==> config.mk <==
export PLATFORM = sky130hd
export DESIGN_NAME = pipe_hazard_ctrl_flat
export DESIGN_NICKNAME = d
export VERILOG_FILES = /design/src/rtl/pipe_ctrl_pkg.sv /design/src/rtl/pipe_hazard_ctrl_if.sv /design/src/rtl/fwd_sel.sv /design/src/rtl/pipe_hazard_ctrl.sv /design/src/flat_wrapper.sv
export SDC_FILE = /design/constraint.sdc
export NUM_CORES = 1
export LEC_CHECK = 0
export CORE_MARGIN = 3
export CORE_UTILIZATION = 30
export CTS_CLUSTER_SIZE = 8
export DETAILED_ROUTE_END_ITERATION = 8
export PLACE_DENSITY_LB_ADDON = 0.1
export SYNTH_ARGS = -nofsm -noshare
export SYNTH_HDL_FRONTEND = slang
export SYNTH_SLANG_ARGS = --single-unit
==> constraint.sdc <==
create_clock -name clk -period 1.4 [get_ports clk]
set_input_delay 0.28 -clock clk [delete_from_list [all_inputs] [get_ports clk]]
set_output_delay 0.28 -clock clk [all_outputs]
set_load 0.01 [all_outputs]
==> src/rtl/pipe_ctrl_pkg.sv <==
// pipe_ctrl_pkg: shared FSM encodings, forwarding selects and register constants for the hazard controller.
package pipe_ctrl_pkg;
    typedef enum logic [1:0] {
        RUN      = 2'd0,
        MEM_WAIT = 2'd1,
        HALT     = 2'd2
    } state_t;
    localparam logic [1:0] FWD_RF = 2'd0;
    localparam logic [1:0] FWD_M  = 2'd1;
    localparam logic [1:0] FWD_W  = 2'd2;
    localparam logic [4:0] REG_X0 = 5'd0;
endpackage

==> src/rtl/pipe_hazard_ctrl_if.sv <==
// pipe_hazard_ctrl_if: stage decode bundle into the controller and stall/flush/forward controls back out.
interface pipe_hazard_ctrl_if;
    logic [4:0]  d_rs1, d_rs2;
    logic        d_use_rs1, d_use_rs2;
    logic [4:0]  x_rs1, x_rs2, x_rd;
    logic        x_wb, x_is_load, x_redirect;
    logic [4:0]  m_rd;
    logic        m_wb, m_mem_req, dmem_ready;
    logic [4:0]  w_rd;
    logic        w_wb, w_ecall;
    logic        stall_f, stall_d, stall_x, stall_m;
    logic        flush_d, flush_x, flush_w;
    logic        pc_redirect;
    logic [1:0]  fwd_a_sel, fwd_b_sel;
    logic        halted, mem_timeout;
    logic [1:0]  state;
    logic [31:0] perf_loaduse, perf_redirect, perf_memwait;
    modport master (
        output d_rs1, d_rs2, d_use_rs1, d_use_rs2, x_rs1, x_rs2, x_rd, x_wb, x_is_load,
               x_redirect, m_rd, m_wb, m_mem_req, dmem_ready, w_rd, w_wb, w_ecall,
        input  stall_f, stall_d, stall_x, stall_m, flush_d, flush_x, flush_w, pc_redirect,
               fwd_a_sel, fwd_b_sel, halted, mem_timeout, state,
               perf_loaduse, perf_redirect, perf_memwait
    );
    modport slave (
        input  d_rs1, d_rs2, d_use_rs1, d_use_rs2, x_rs1, x_rs2, x_rd, x_wb, x_is_load,
               x_redirect, m_rd, m_wb, m_mem_req, dmem_ready, w_rd, w_wb, w_ecall,
        output stall_f, stall_d, stall_x, stall_m, flush_d, flush_x, flush_w, pc_redirect,
               fwd_a_sel, fwd_b_sel, halted, mem_timeout, state,
               perf_loaduse, perf_redirect, perf_memwait
    );
endinterface

==> src/rtl/fwd_sel.sv <==
// fwd_sel: picks the X operand source for one register index; M beats W, x0 never forwards.
module fwd_sel
    import pipe_ctrl_pkg::*;
(
    input  logic [4:0] src,
    input  logic [4:0] m_rd,
    input  logic       m_wb,
    input  logic [4:0] w_rd,
    input  logic       w_wb,
    output logic [1:0] sel
);
    always_comb sel = (src == REG_X0)           ? FWD_RF :
                      (m_wb && m_rd == src)     ? FWD_M  :
                      (w_wb && w_rd == src)     ? FWD_W  : FWD_RF;
endmodule

==> src/rtl/pipe_hazard_ctrl.sv <==
// pipe_hazard_ctrl: stall/flush/redirect/forwarding sequencer for the 5-stage RV32I pipeline.
// Define PIPE_HAZARD_PERF_EN to enable the load-use/redirect/memory-wait cycle counters.
module pipe_hazard_ctrl
    import pipe_ctrl_pkg::*;
#(
    parameter int MEM_TIMEOUT = 255,
    parameter int TO_W        = 8
) (
    input logic               clk,
    input logic               rst_n,
    pipe_hazard_ctrl_if.slave bus
);
    localparam logic [TO_W-1:0] TO_MAX = TO_W'(MEM_TIMEOUT);
    state_t          state_q, state_d;
    logic [TO_W-1:0] cnt_q, cnt_d;
    logic            halted_q, halted_d;
    logic            mem_timeout_q, mem_timeout_d;
    logic            halt_s, run_s, mw, lu, mw_act, rd_act, lu_act;
    logic [1:0]      fa, fb;

    fwd_sel u_fwd_a (.src(bus.x_rs1), .m_rd(bus.m_rd), .m_wb(bus.m_wb), .w_rd(bus.w_rd), .w_wb(bus.w_wb), .sel(fa));
    fwd_sel u_fwd_b (.src(bus.x_rs2), .m_rd(bus.m_rd), .m_wb(bus.m_wb), .w_rd(bus.w_rd), .w_wb(bus.w_wb), .sel(fb));

    // Encoding 3 is unreachable but must still behave as HALT, hence the MSB test.
    always_comb begin
        halt_s = state_q[1];
        run_s  = state_q == RUN;
        mw     = bus.m_mem_req & ~bus.dmem_ready;
        lu     = bus.x_is_load & bus.x_wb & (bus.x_rd != REG_X0) &
                 ((bus.d_use_rs1 & (bus.d_rs1 == bus.x_rd)) | (bus.d_use_rs2 & (bus.d_rs2 == bus.x_rd)));
        mw_act = ~halt_s & mw;
        rd_act = run_s & ~mw & bus.x_redirect;
        lu_act = run_s & ~mw & ~bus.x_redirect & lu;
    end

    // The release cycle out of MEM_WAIT only lets M complete; a frozen redirect fires once back in RUN.
    always_comb begin
        state_d       = state_q;
        cnt_d         = cnt_q;
        halted_d      = halted_q;
        mem_timeout_d = mem_timeout_q;
        if (!halt_s) begin
            if (bus.w_ecall) begin
                state_d  = HALT;
                halted_d = 1'b1;
            end else if (run_s) begin
                state_d = mw ? MEM_WAIT : RUN;
                cnt_d   = mw ? TO_W'(1) : '0;
            end else if (!mw) begin
                state_d = RUN;
                cnt_d   = '0;
            end else if (cnt_q == TO_MAX) begin
                state_d       = HALT;
                halted_d      = 1'b1;
                mem_timeout_d = 1'b1;
            end else begin
                cnt_d = cnt_q + TO_W'(1);
            end
        end
    end

    always_ff @(posedge clk or negedge rst_n) begin
        if (!rst_n) begin
            state_q       <= RUN;
            cnt_q         <= '0;
            halted_q      <= 1'b0;
            mem_timeout_q <= 1'b0;
        end else begin
            state_q       <= state_d;
            cnt_q         <= cnt_d;
            halted_q      <= halted_d;
            mem_timeout_q <= mem_timeout_d;
        end
    end

    assign bus.stall_f     = rst_n & (halt_s | mw_act | lu_act);
    assign bus.stall_d     = rst_n & (halt_s | mw_act | lu_act);
    assign bus.stall_x     = rst_n & (halt_s | mw_act);
    assign bus.stall_m     = rst_n & (halt_s | mw_act);
    assign bus.flush_d     = ~rst_n | rd_act;
    assign bus.flush_x     = ~rst_n | rd_act | lu_act;
    assign bus.flush_w     = ~rst_n | halt_s | mw_act;
    assign bus.pc_redirect = rst_n & rd_act;
    assign bus.fwd_a_sel   = rst_n ? fa : FWD_RF;
    assign bus.fwd_b_sel   = rst_n ? fb : FWD_RF;
    assign bus.halted      = halted_q;
    assign bus.mem_timeout = mem_timeout_q;
    assign bus.state       = state_q;

`ifdef PIPE_HAZARD_PERF_EN
    logic [31:0] perf_lu_q, perf_lu_d, perf_rd_q, perf_rd_d, perf_mw_q, perf_mw_d;
    // The *_act terms are already zero in HALT, so the counters freeze there on their own.
    always_comb begin
        perf_lu_d = perf_lu_q + {31'd0, lu_act};
        perf_rd_d = perf_rd_q + {31'd0, rd_act};
        perf_mw_d = perf_mw_q + {31'd0, mw_act};
    end
    always_ff @(posedge clk or negedge rst_n) begin
        if (!rst_n) begin
            perf_lu_q <= '0;
            perf_rd_q <= '0;
            perf_mw_q <= '0;
        end else begin
            perf_lu_q <= perf_lu_d;
            perf_rd_q <= perf_rd_d;
            perf_mw_q <= perf_mw_d;
        end
    end
    assign bus.perf_loaduse  = perf_lu_q;
    assign bus.perf_redirect = perf_rd_q;
    assign bus.perf_memwait  = perf_mw_q;
`else
    assign bus.perf_loaduse  = '0;
    assign bus.perf_redirect = '0;
    assign bus.perf_memwait  = '0;
`endif
endmodule
==> src/flat_wrapper.sv <==
// flat-port wrapper written by rule: the top's interface ports become plain ports
module pipe_hazard_ctrl_flat import pipe_ctrl_pkg::*;
#(
    parameter int MEM_TIMEOUT = 255,
    parameter int TO_W        = 8
)
  (clk, rst_n, bus_d_rs1, bus_d_rs2, bus_d_use_rs1, bus_d_use_rs2, bus_x_rs1, bus_x_rs2, bus_x_rd, bus_x_wb, bus_x_is_load, bus_x_redirect, bus_m_rd, bus_m_wb, bus_m_mem_req, bus_dmem_ready, bus_w_rd, bus_w_wb, bus_w_ecall, bus_stall_f, bus_stall_d, bus_stall_x, bus_stall_m, bus_flush_d, bus_flush_x, bus_flush_w, bus_pc_redirect, bus_fwd_a_sel, bus_fwd_b_sel, bus_halted, bus_mem_timeout, bus_state, bus_perf_loaduse, bus_perf_redirect, bus_perf_memwait);
  pipe_hazard_ctrl_if bus_i ();
  input logic clk;
  input logic rst_n;
  input wire logic [$bits(bus_i.d_rs1)-1:0] bus_d_rs1;
  input wire logic [$bits(bus_i.d_rs2)-1:0] bus_d_rs2;
  input wire logic [$bits(bus_i.d_use_rs1)-1:0] bus_d_use_rs1;
  input wire logic [$bits(bus_i.d_use_rs2)-1:0] bus_d_use_rs2;
  input wire logic [$bits(bus_i.x_rs1)-1:0] bus_x_rs1;
  input wire logic [$bits(bus_i.x_rs2)-1:0] bus_x_rs2;
  input wire logic [$bits(bus_i.x_rd)-1:0] bus_x_rd;
  input wire logic [$bits(bus_i.x_wb)-1:0] bus_x_wb;
  input wire logic [$bits(bus_i.x_is_load)-1:0] bus_x_is_load;
  input wire logic [$bits(bus_i.x_redirect)-1:0] bus_x_redirect;
  input wire logic [$bits(bus_i.m_rd)-1:0] bus_m_rd;
  input wire logic [$bits(bus_i.m_wb)-1:0] bus_m_wb;
  input wire logic [$bits(bus_i.m_mem_req)-1:0] bus_m_mem_req;
  input wire logic [$bits(bus_i.dmem_ready)-1:0] bus_dmem_ready;
  input wire logic [$bits(bus_i.w_rd)-1:0] bus_w_rd;
  input wire logic [$bits(bus_i.w_wb)-1:0] bus_w_wb;
  input wire logic [$bits(bus_i.w_ecall)-1:0] bus_w_ecall;
  output wire logic [$bits(bus_i.stall_f)-1:0] bus_stall_f;
  output wire logic [$bits(bus_i.stall_d)-1:0] bus_stall_d;
  output wire logic [$bits(bus_i.stall_x)-1:0] bus_stall_x;
  output wire logic [$bits(bus_i.stall_m)-1:0] bus_stall_m;
  output wire logic [$bits(bus_i.flush_d)-1:0] bus_flush_d;
  output wire logic [$bits(bus_i.flush_x)-1:0] bus_flush_x;
  output wire logic [$bits(bus_i.flush_w)-1:0] bus_flush_w;
  output wire logic [$bits(bus_i.pc_redirect)-1:0] bus_pc_redirect;
  output wire logic [$bits(bus_i.fwd_a_sel)-1:0] bus_fwd_a_sel;
  output wire logic [$bits(bus_i.fwd_b_sel)-1:0] bus_fwd_b_sel;
  output wire logic [$bits(bus_i.halted)-1:0] bus_halted;
  output wire logic [$bits(bus_i.mem_timeout)-1:0] bus_mem_timeout;
  output wire logic [$bits(bus_i.state)-1:0] bus_state;
  output wire logic [$bits(bus_i.perf_loaduse)-1:0] bus_perf_loaduse;
  output wire logic [$bits(bus_i.perf_redirect)-1:0] bus_perf_redirect;
  output wire logic [$bits(bus_i.perf_memwait)-1:0] bus_perf_memwait;
  assign bus_i.d_rs1 = bus_d_rs1;
  assign bus_i.d_rs2 = bus_d_rs2;
  assign bus_i.d_use_rs1 = bus_d_use_rs1;
  assign bus_i.d_use_rs2 = bus_d_use_rs2;
  assign bus_i.x_rs1 = bus_x_rs1;
  assign bus_i.x_rs2 = bus_x_rs2;
  assign bus_i.x_rd = bus_x_rd;
  assign bus_i.x_wb = bus_x_wb;
  assign bus_i.x_is_load = bus_x_is_load;
  assign bus_i.x_redirect = bus_x_redirect;
  assign bus_i.m_rd = bus_m_rd;
  assign bus_i.m_wb = bus_m_wb;
  assign bus_i.m_mem_req = bus_m_mem_req;
  assign bus_i.dmem_ready = bus_dmem_ready;
  assign bus_i.w_rd = bus_w_rd;
  assign bus_i.w_wb = bus_w_wb;
  assign bus_i.w_ecall = bus_w_ecall;
  assign bus_stall_f = bus_i.stall_f;
  assign bus_stall_d = bus_i.stall_d;
  assign bus_stall_x = bus_i.stall_x;
  assign bus_stall_m = bus_i.stall_m;
  assign bus_flush_d = bus_i.flush_d;
  assign bus_flush_x = bus_i.flush_x;
  assign bus_flush_w = bus_i.flush_w;
  assign bus_pc_redirect = bus_i.pc_redirect;
  assign bus_fwd_a_sel = bus_i.fwd_a_sel;
  assign bus_fwd_b_sel = bus_i.fwd_b_sel;
  assign bus_halted = bus_i.halted;
  assign bus_mem_timeout = bus_i.mem_timeout;
  assign bus_state = bus_i.state;
  assign bus_perf_loaduse = bus_i.perf_loaduse;
  assign bus_perf_redirect = bus_i.perf_redirect;
  assign bus_perf_memwait = bus_i.perf_memwait;
  pipe_hazard_ctrl #(.MEM_TIMEOUT(MEM_TIMEOUT), .TO_W(TO_W)) u_core (.clk(clk), .rst_n(rst_n), .bus(bus_i));
endmodule
; ---- Yosys cells after proc, flatten, opt, wreduce, memory -nomap -nowiden
; Cells that the tools add are included.
[op_classes]
add_sub_neg = 1
n_eq_ne = 10
muxes = 22
n_bitwise = 28
n_reduce_logical = 14
[ops]
columns = op, count
row1 = $eq 5x5->1, 6
row2 = $mux 2, 13
row3 = $mux 8, 3
row4 = $and 1x1->1, 14
row5 = $logic_not 5->1, 2
row6 = $add 8x1->8 const B, 1
row7 = $eq 8x8->1 const B, 1
row8 = $not 1->1, 7
row9 = $or 1x1->1, 7
row10 = $mux 1, 6
row11 = $reduce_and 5->1, 1
row12 = $reduce_bool 5->1, 1
row13 = $logic_and 1x1->1, 4
row14 = $ne 4x3->1 const B, 1
row15 = $reduce_and 4->1, 1
row16 = $reduce_bool 2->1, 2
row17 = $ne 3x2->1 const B, 1
row18 = $reduce_and 3->1, 1
row19 = $logic_not 2->1, 1
row20 = $ne 2x2->1 const B, 1
row21 = $reduce_and 2->1, 1
[word_totals]
reg_bits = 12
input_bits = 47
out_inout_bits = 112
wordCells = 80

; ---- Depth between registers and ports, before layout
; Gate-level depths: netlist of run 1.
[logic_depth]
depth_word = 8
ltp_mapped = 5
mapped_depth_nobuf = 5

; ---- Hierarchy
; A second synthesis of run 1 with hierarchy kept.
[unflattened]
hier_cells = 229
hier_area_um2 = 1879.3
[by_module_without_submodules]
columns = module, instances, cells_each, area_each_um2, seq_area_each_um2
row1 = pipe_hazard_ctrl, 1, 193, 1609.0, 300.3
row2 = fwd_sel, 2, 18, 135.1, 0.0

; ---- Worst setup path after synthesis of run 1
; OpenSTA, ideal clock, no wires.
[synth_path]
path_type = input-to-output
from = input port bus_x_rd[3]
to = output port bus_stall_f
t_arrival_ps = 1458
required_time_ps = 1120
slack_ps = -338
cell_stages = 5
n_path_buf = 1
cell_sequence = xor2_1 > nor4_1 > a32oi_1 > o31ai_1 > buf_4
[synth_via]
elab_chain_len = 7
word_cells_on_any_way = 11
cone_classes = eq/ne: 2 / bitwise: 8 / reduce/logical: 1
[synth_rtl]
columns = element, line
row1 = start: declaration, flat_wrapper.sv:17  ; input wire logic [$bits(bus_i.x_rd)-1:0] bus_x_rd;
row2 = $eq 5x5->1, pipe_hazard_ctrl.sv:30  ; ((bus.d_use_rs1 & (bus.d_rs1 == bus.x_rd)) | (bus.d_use_rs2 & (bus.d_rs2 == bus.x_rd)));
row3 = $and 1x1->1, pipe_hazard_ctrl.sv:30
row4 = $or 1x1->1, pipe_hazard_ctrl.sv:30
row5 = $and 1x1->1 *, pipe_hazard_ctrl.sv:29  ; lu = bus.x_is_load & bus.x_wb & (bus.x_rd != REG_X0) &
row6 = $and 1x1->1 *, pipe_hazard_ctrl.sv:33  ; lu_act = run_s & ~mw & ~bus.x_redirect & lu;
row7 = $or 1x1->1 *, --
row8 = $and 1x1->1 *, --
row9 = end: declaration, flat_wrapper.sv:28  ; output wire logic [$bits(bus_i.stall_f)-1:0] bus_stall_f;
; Every way passes the cells marked *; elsewhere a longest branch is shown, timed or not.

; ---- Worst setup path after layout of run 1
[layout_path]
from = input port bus_x_rd[3]
to = output port bus_stall_d
[layout_via]
elab_chain_len = 7
word_cells_on_any_way = 11
cone_classes = eq/ne: 2 / bitwise: 8 / reduce/logical: 1
[layout_rtl]
columns = element, line
row1 = $eq 5x5->1, pipe_hazard_ctrl.sv:30
row2 = $and 1x1->1, pipe_hazard_ctrl.sv:30
row3 = $or 1x1->1, pipe_hazard_ctrl.sv:30
row4 = $and 1x1->1 *, pipe_hazard_ctrl.sv:29
row5 = $and 1x1->1 *, pipe_hazard_ctrl.sv:33
row6 = $or 1x1->1 *, pipe_hazard_ctrl.sv:77  ; assign bus.stall_d = rst_n & (halt_s | mw_act | lu_act);
row7 = $and 1x1->1 *, pipe_hazard_ctrl.sv:77
row8 = end: declaration, flat_wrapper.sv:29  ; output wire logic [$bits(bus_i.stall_d)-1:0] bus_stall_d;
; Marks and branches as above.

==> impl_results.md, run 1 <==
- Worst slack at placement: -1.131 ns
- Number of antenna violations at the first check in global routing: 0
- Peak VDD IR: ~0.28 mV
- Instance count on the critical path: 7
- Leading area contributor after synthesis: buf_4
- Per-cell via count in the routed design: 3.986
- 1st-iter DRT viols: 47
- Achievable clock frequency: about 540 MHz
- Cell type group with the largest total delay on the critical path: buffers and inverters
- Final Max Tran Viols: 0
- Part of the total power dissipated in combinational logic: a little over two fifths
- Routability Congestion: between 0.7 and 0.8
- Minimum clock period after layout: roughly 1.8 ns
- Vias in the first global route: 1580
- R2r startpoint: u_core.bus.state[1]
- Pwr/cell area: about 450 nW/um2
- Count of placed standard cells including taps: around 410
- Setup CP Type: in2out
- Post-synthesis register bit count: 12
- Crit end category: primary output
- Max-cap violations: 0
- Number of antenna-violating nets in the routed design: 0
- Internal Dissipation: 885.3 uW
- Leakage Power: 1.551 nW
- Floorplan die area: between 7000 and 8000 um2
- Final worst-path setup slack: -0.4479 ns
- Setup total negative slack: -3.087 ns
- Share of final-layout standard cells stronger than drive strength 1: between 40% and 50%
- Startpoint of the most critical setup path: bus_x_rd[3]
- Largest incremental delay on the critical path: between 0.4 and 0.5 ns
- Number of cells on the worst reg-to-reg path: 5
- TritonCTS clock tree: built
- Wire length of the first global-routing pass: around 7800 um
- Number of antenna diodes: 0
- Number of sinks on the clock net: 12
- Width of the die: about 85 um
- I/O pin total: between 150 and 200
- Post-synthesis instance area: roughly 1900 um2
- Post-layout util: approximately 49%
- Number of warnings printed during yosys synthesis: 0
- Sw Ratio: around 34%
- Status: complete, but fails checks
- Count of port buffers added during placement: 62
- Data required time of the worst path: 1.12 ns
- Crit path top cell by count: buf_6
- Peak fanout along the critical path: 2
- Layout Cells excl Fill: ~430
- Top-area cell type share of the netlist area: between 30 and 40%
- Classification of the worst-slack hold path: in2async
- Overall via count from detail_route: ~1700
- Number of rows created at floorplan: 28
- Number of hold-slack violations in the final timing report: 0
- R2R Setup Slk: -0.22 ns
- End of the worst register-to-register path: u_core.cnt_q[5]
- Clock Skews: 0.006464 ns
- Remaining global-route overflow: 0
- Worst setup path endpoint: bus_stall_d
- Gr usage total: a little over an eighth
- Area grow syn2layout: 58.61%
- Number of buffers between clock root and the deepest sink: 2
- Post-detail-place hpwl: between 4000 and 5000 um
- Most used DFF post-synth: dfrtp_1
- Maximum number of pins on one net before global-route repair: 13
- Share of total power in sequential cells: ~27%
- Distinct cell type count of the synthesized netlist: between 40 and 50
- Critical path's slowest cell: or4_4
- Avg Inst Size Synth: around 8 um2
- Drt total wl: between 5000 and 6000 um
- Violated checks: setup timing
- Source-to-sink clock delay at the later pin of the worst-skew pair: 0.25 ns
- CTS H-Tree Depth: 1
- Die Y-Extent: 84.91 um
- Number of enable flip-flop cells after synthesis: 0
- Share of synthesized registers carrying an async set or reset: 100.0%
- Clock buffer count from CTS: 3
- Initial cell density of the core: between 30% and 40%
- Total power of the final layout: between 1 and 1.5 mW
- Cells along the critical path: buf_6 > buf_6 > or4_4 > o211ai_1 > buf_4 > o31ai_4 > buf_2
- Startpoint kind of the worst setup timing path: primary input
- Final setup viols: 15
- Number of iterations in the first detailed-routing pass: 4
- Core Box Area: 5991 um2
- CP bufs+invs: 4
- Unrepaired setup endpoints after global routing: true
- Post-CTS Hold Fix Bufs: 0
- Routed wire per std cell: 11.77 um
- CTS root buf: clkbuf_8
- Data arrival time of the critical path: 1.57 ns
- Switching power: 457.9 uW
- Final clock period utilization by the worst path: 132.0%
- Biggest area contributors in the synthesized netlist: buf_4 (39%), dfrtp_1 (16%), xor2_1 (7.5%)
- Sequential fraction of the synthesis area: around 16%
- Clock-pin transition on the worst setup and hold timing paths: approximately 0.060 ns
- Net count of the finished layout: approximately 400
- Gate count after technology mapping: 234
- Post-route DRC: 0
- Part of the power in the clock network: 29.0%
-- registers in the layout, indices dropped and copies added, names as in the netlist --
name and count:
u_core.bus.halted 1, u_core.bus.mem_timeout 1, u_core.bus.state 2, u_core.cnt_q 8
-- metrics by stage --
stage / hold WS [ns] / cell area [um2]
after global placement: 0.4788 / 2517
after detailed placement: 0.4897 / 2517
after CTS: 0.1612 / 2773
final: 0.1555 / 2963
after floorplan: -0.01559 / 2243
after global routing: 0.1832 / 2963
-- worst min path at each step --
stage / startpoint / to / slack [ns] / cells past startpoint
final: rst_n / u_core.cnt_q[6] / 0.16 / 2
after global routing: rst_n / u_core.cnt_q[6] / 0.18 / 2
after CTS: rst_n / u_core.cnt_q[5] / 0.16 / 2
after detailed placement: u_core.bus.mem_timeout / u_core.bus.mem_timeout / 0.49 / 1
after global placement: u_core.bus.mem_timeout / u_core.bus.mem_timeout / 0.48 / 1
after floorplan: rst_n / u_core.bus.halted / -0.02 / 0
-- cell families (layout without fill, tap and decap cells) --
logic type,count (synthesis),after routing,share of synthesized area (%)
buffers and inverters,106,131,41.46
AND/OR/NAND/NOR,55,55,16.88
XOR/XNOR,30,30,14.07
AO/OA/AOI/OAI,28,28,10.11
flip-flops,12,12,16.08
adder cells (fa/ha/maj),1,1,0.6697
other,1,96,0.2007
multiplexers,1,1,0.5359
-- cell usage after synthesis (all sizes together), types with 2 or more instances --
master / count
nand3: 7
or4: 4
o211ai: 2
nand2: 10
xnor2: 14
dfrtp: 12
nor3: 2
buf: 101
o21bai: 2
nor4: 7
nor2: 10
a21o: 2
and3: 2
nor3b: 2
inv: 5
xor2: 16
nand4: 3
o21ai: 6
a21oi: 7
-- layout by cell type, fill, tap and decap left out, types with 3 or more instances in the layout --
master,count
a21oi_1,6
buf_2,11
buf_4,45
buf_6,29
buf_8,3
clkbuf_2,5
clkbuf_8,4
clkdlybuf4s15_1,3
clkdlybuf4s15_2,3
clkdlybuf4s50_1,4
conb_1,96
dfrtp_1,11
dlygate4sd2_1,16
dlymetal6s2s_1,3
inv_1,4
nand2_1,8
nand3_1,5
nand4_1,3
nor2_1,4
nor2_4,5
nor4_2,5
or4_4,3
xnor2_1,6
xnor2_2,8
xor2_1,16
-- routing by layer --
layer | wire, um | track usage (%) | vias to the layer above
li1 | - | - | 838
met1 | 1896 | 15.73 | 765
met2 | 2678 | 23.56 | 99
met3 | 391 | 1.845 | 8
met4 | 83 | 5.036 | 0
met5 | 0 | 0 | -
-- power by group through the flow --
stage / sequential, mW / clock (mW) / combinational, mW
2_1_floorplan: 0.374 / 0 / 0.425
3_3_place_gp: 0.366 / 0 / 0.508
3_5_place_dp: 0.366 / 0 / 0.508
4_1_cts: 0.361 / 0.403 / 0.539
5_1_grt: 0.363 / 0.417 / 0.641
6_report: 0.363 / 0.389 / 0.592
-- repair_timing --
action | CTS | global route
setup endpoints to repair | 24 | 24
hold endpoints to repair | 0 | 0
pin swaps | 35 | 30
setup buffers | 12 | 8
resized for setup | 208 | 53
-- worst reg2reg max path, stage by stage (launching register included) --
cell and delay, ns:
dfrtp_2 0.45, buf_6 0.14, nor4b_4 0.30, nand2_2 0.12
or4_1 0.47, nand3_1 0.09
-- final cells by class --
class                      count  area [um2]
clock buffer                   4       55.05
tap                           75       93.84
multi-input combinational    211        1420
inverter                       5       21.27
timing repair buffer         122        1071
fill                         566        3028
sequential                    12       301.5
Note: power is estimated with default switching activity, not from simulation.
==> run 2, diff against run 1 <==
--- a/config.mk
+++ b/config.mk
@@ -7,7 +7,7 @@
 export LEC_CHECK = 0
 export CORE_MARGIN = 3
 export CORE_UTILIZATION = 30
-export CTS_CLUSTER_SIZE = 8
+export CTS_CLUSTER_SIZE = 28
 export DETAILED_ROUTE_END_ITERATION = 8
 export PLACE_DENSITY_LB_ADDON = 0.1
 export SYNTH_ARGS = -nofsm -noshare
==> results of run 2 <==
The final DEF is identical to that of run 1; final timing and power are the same.
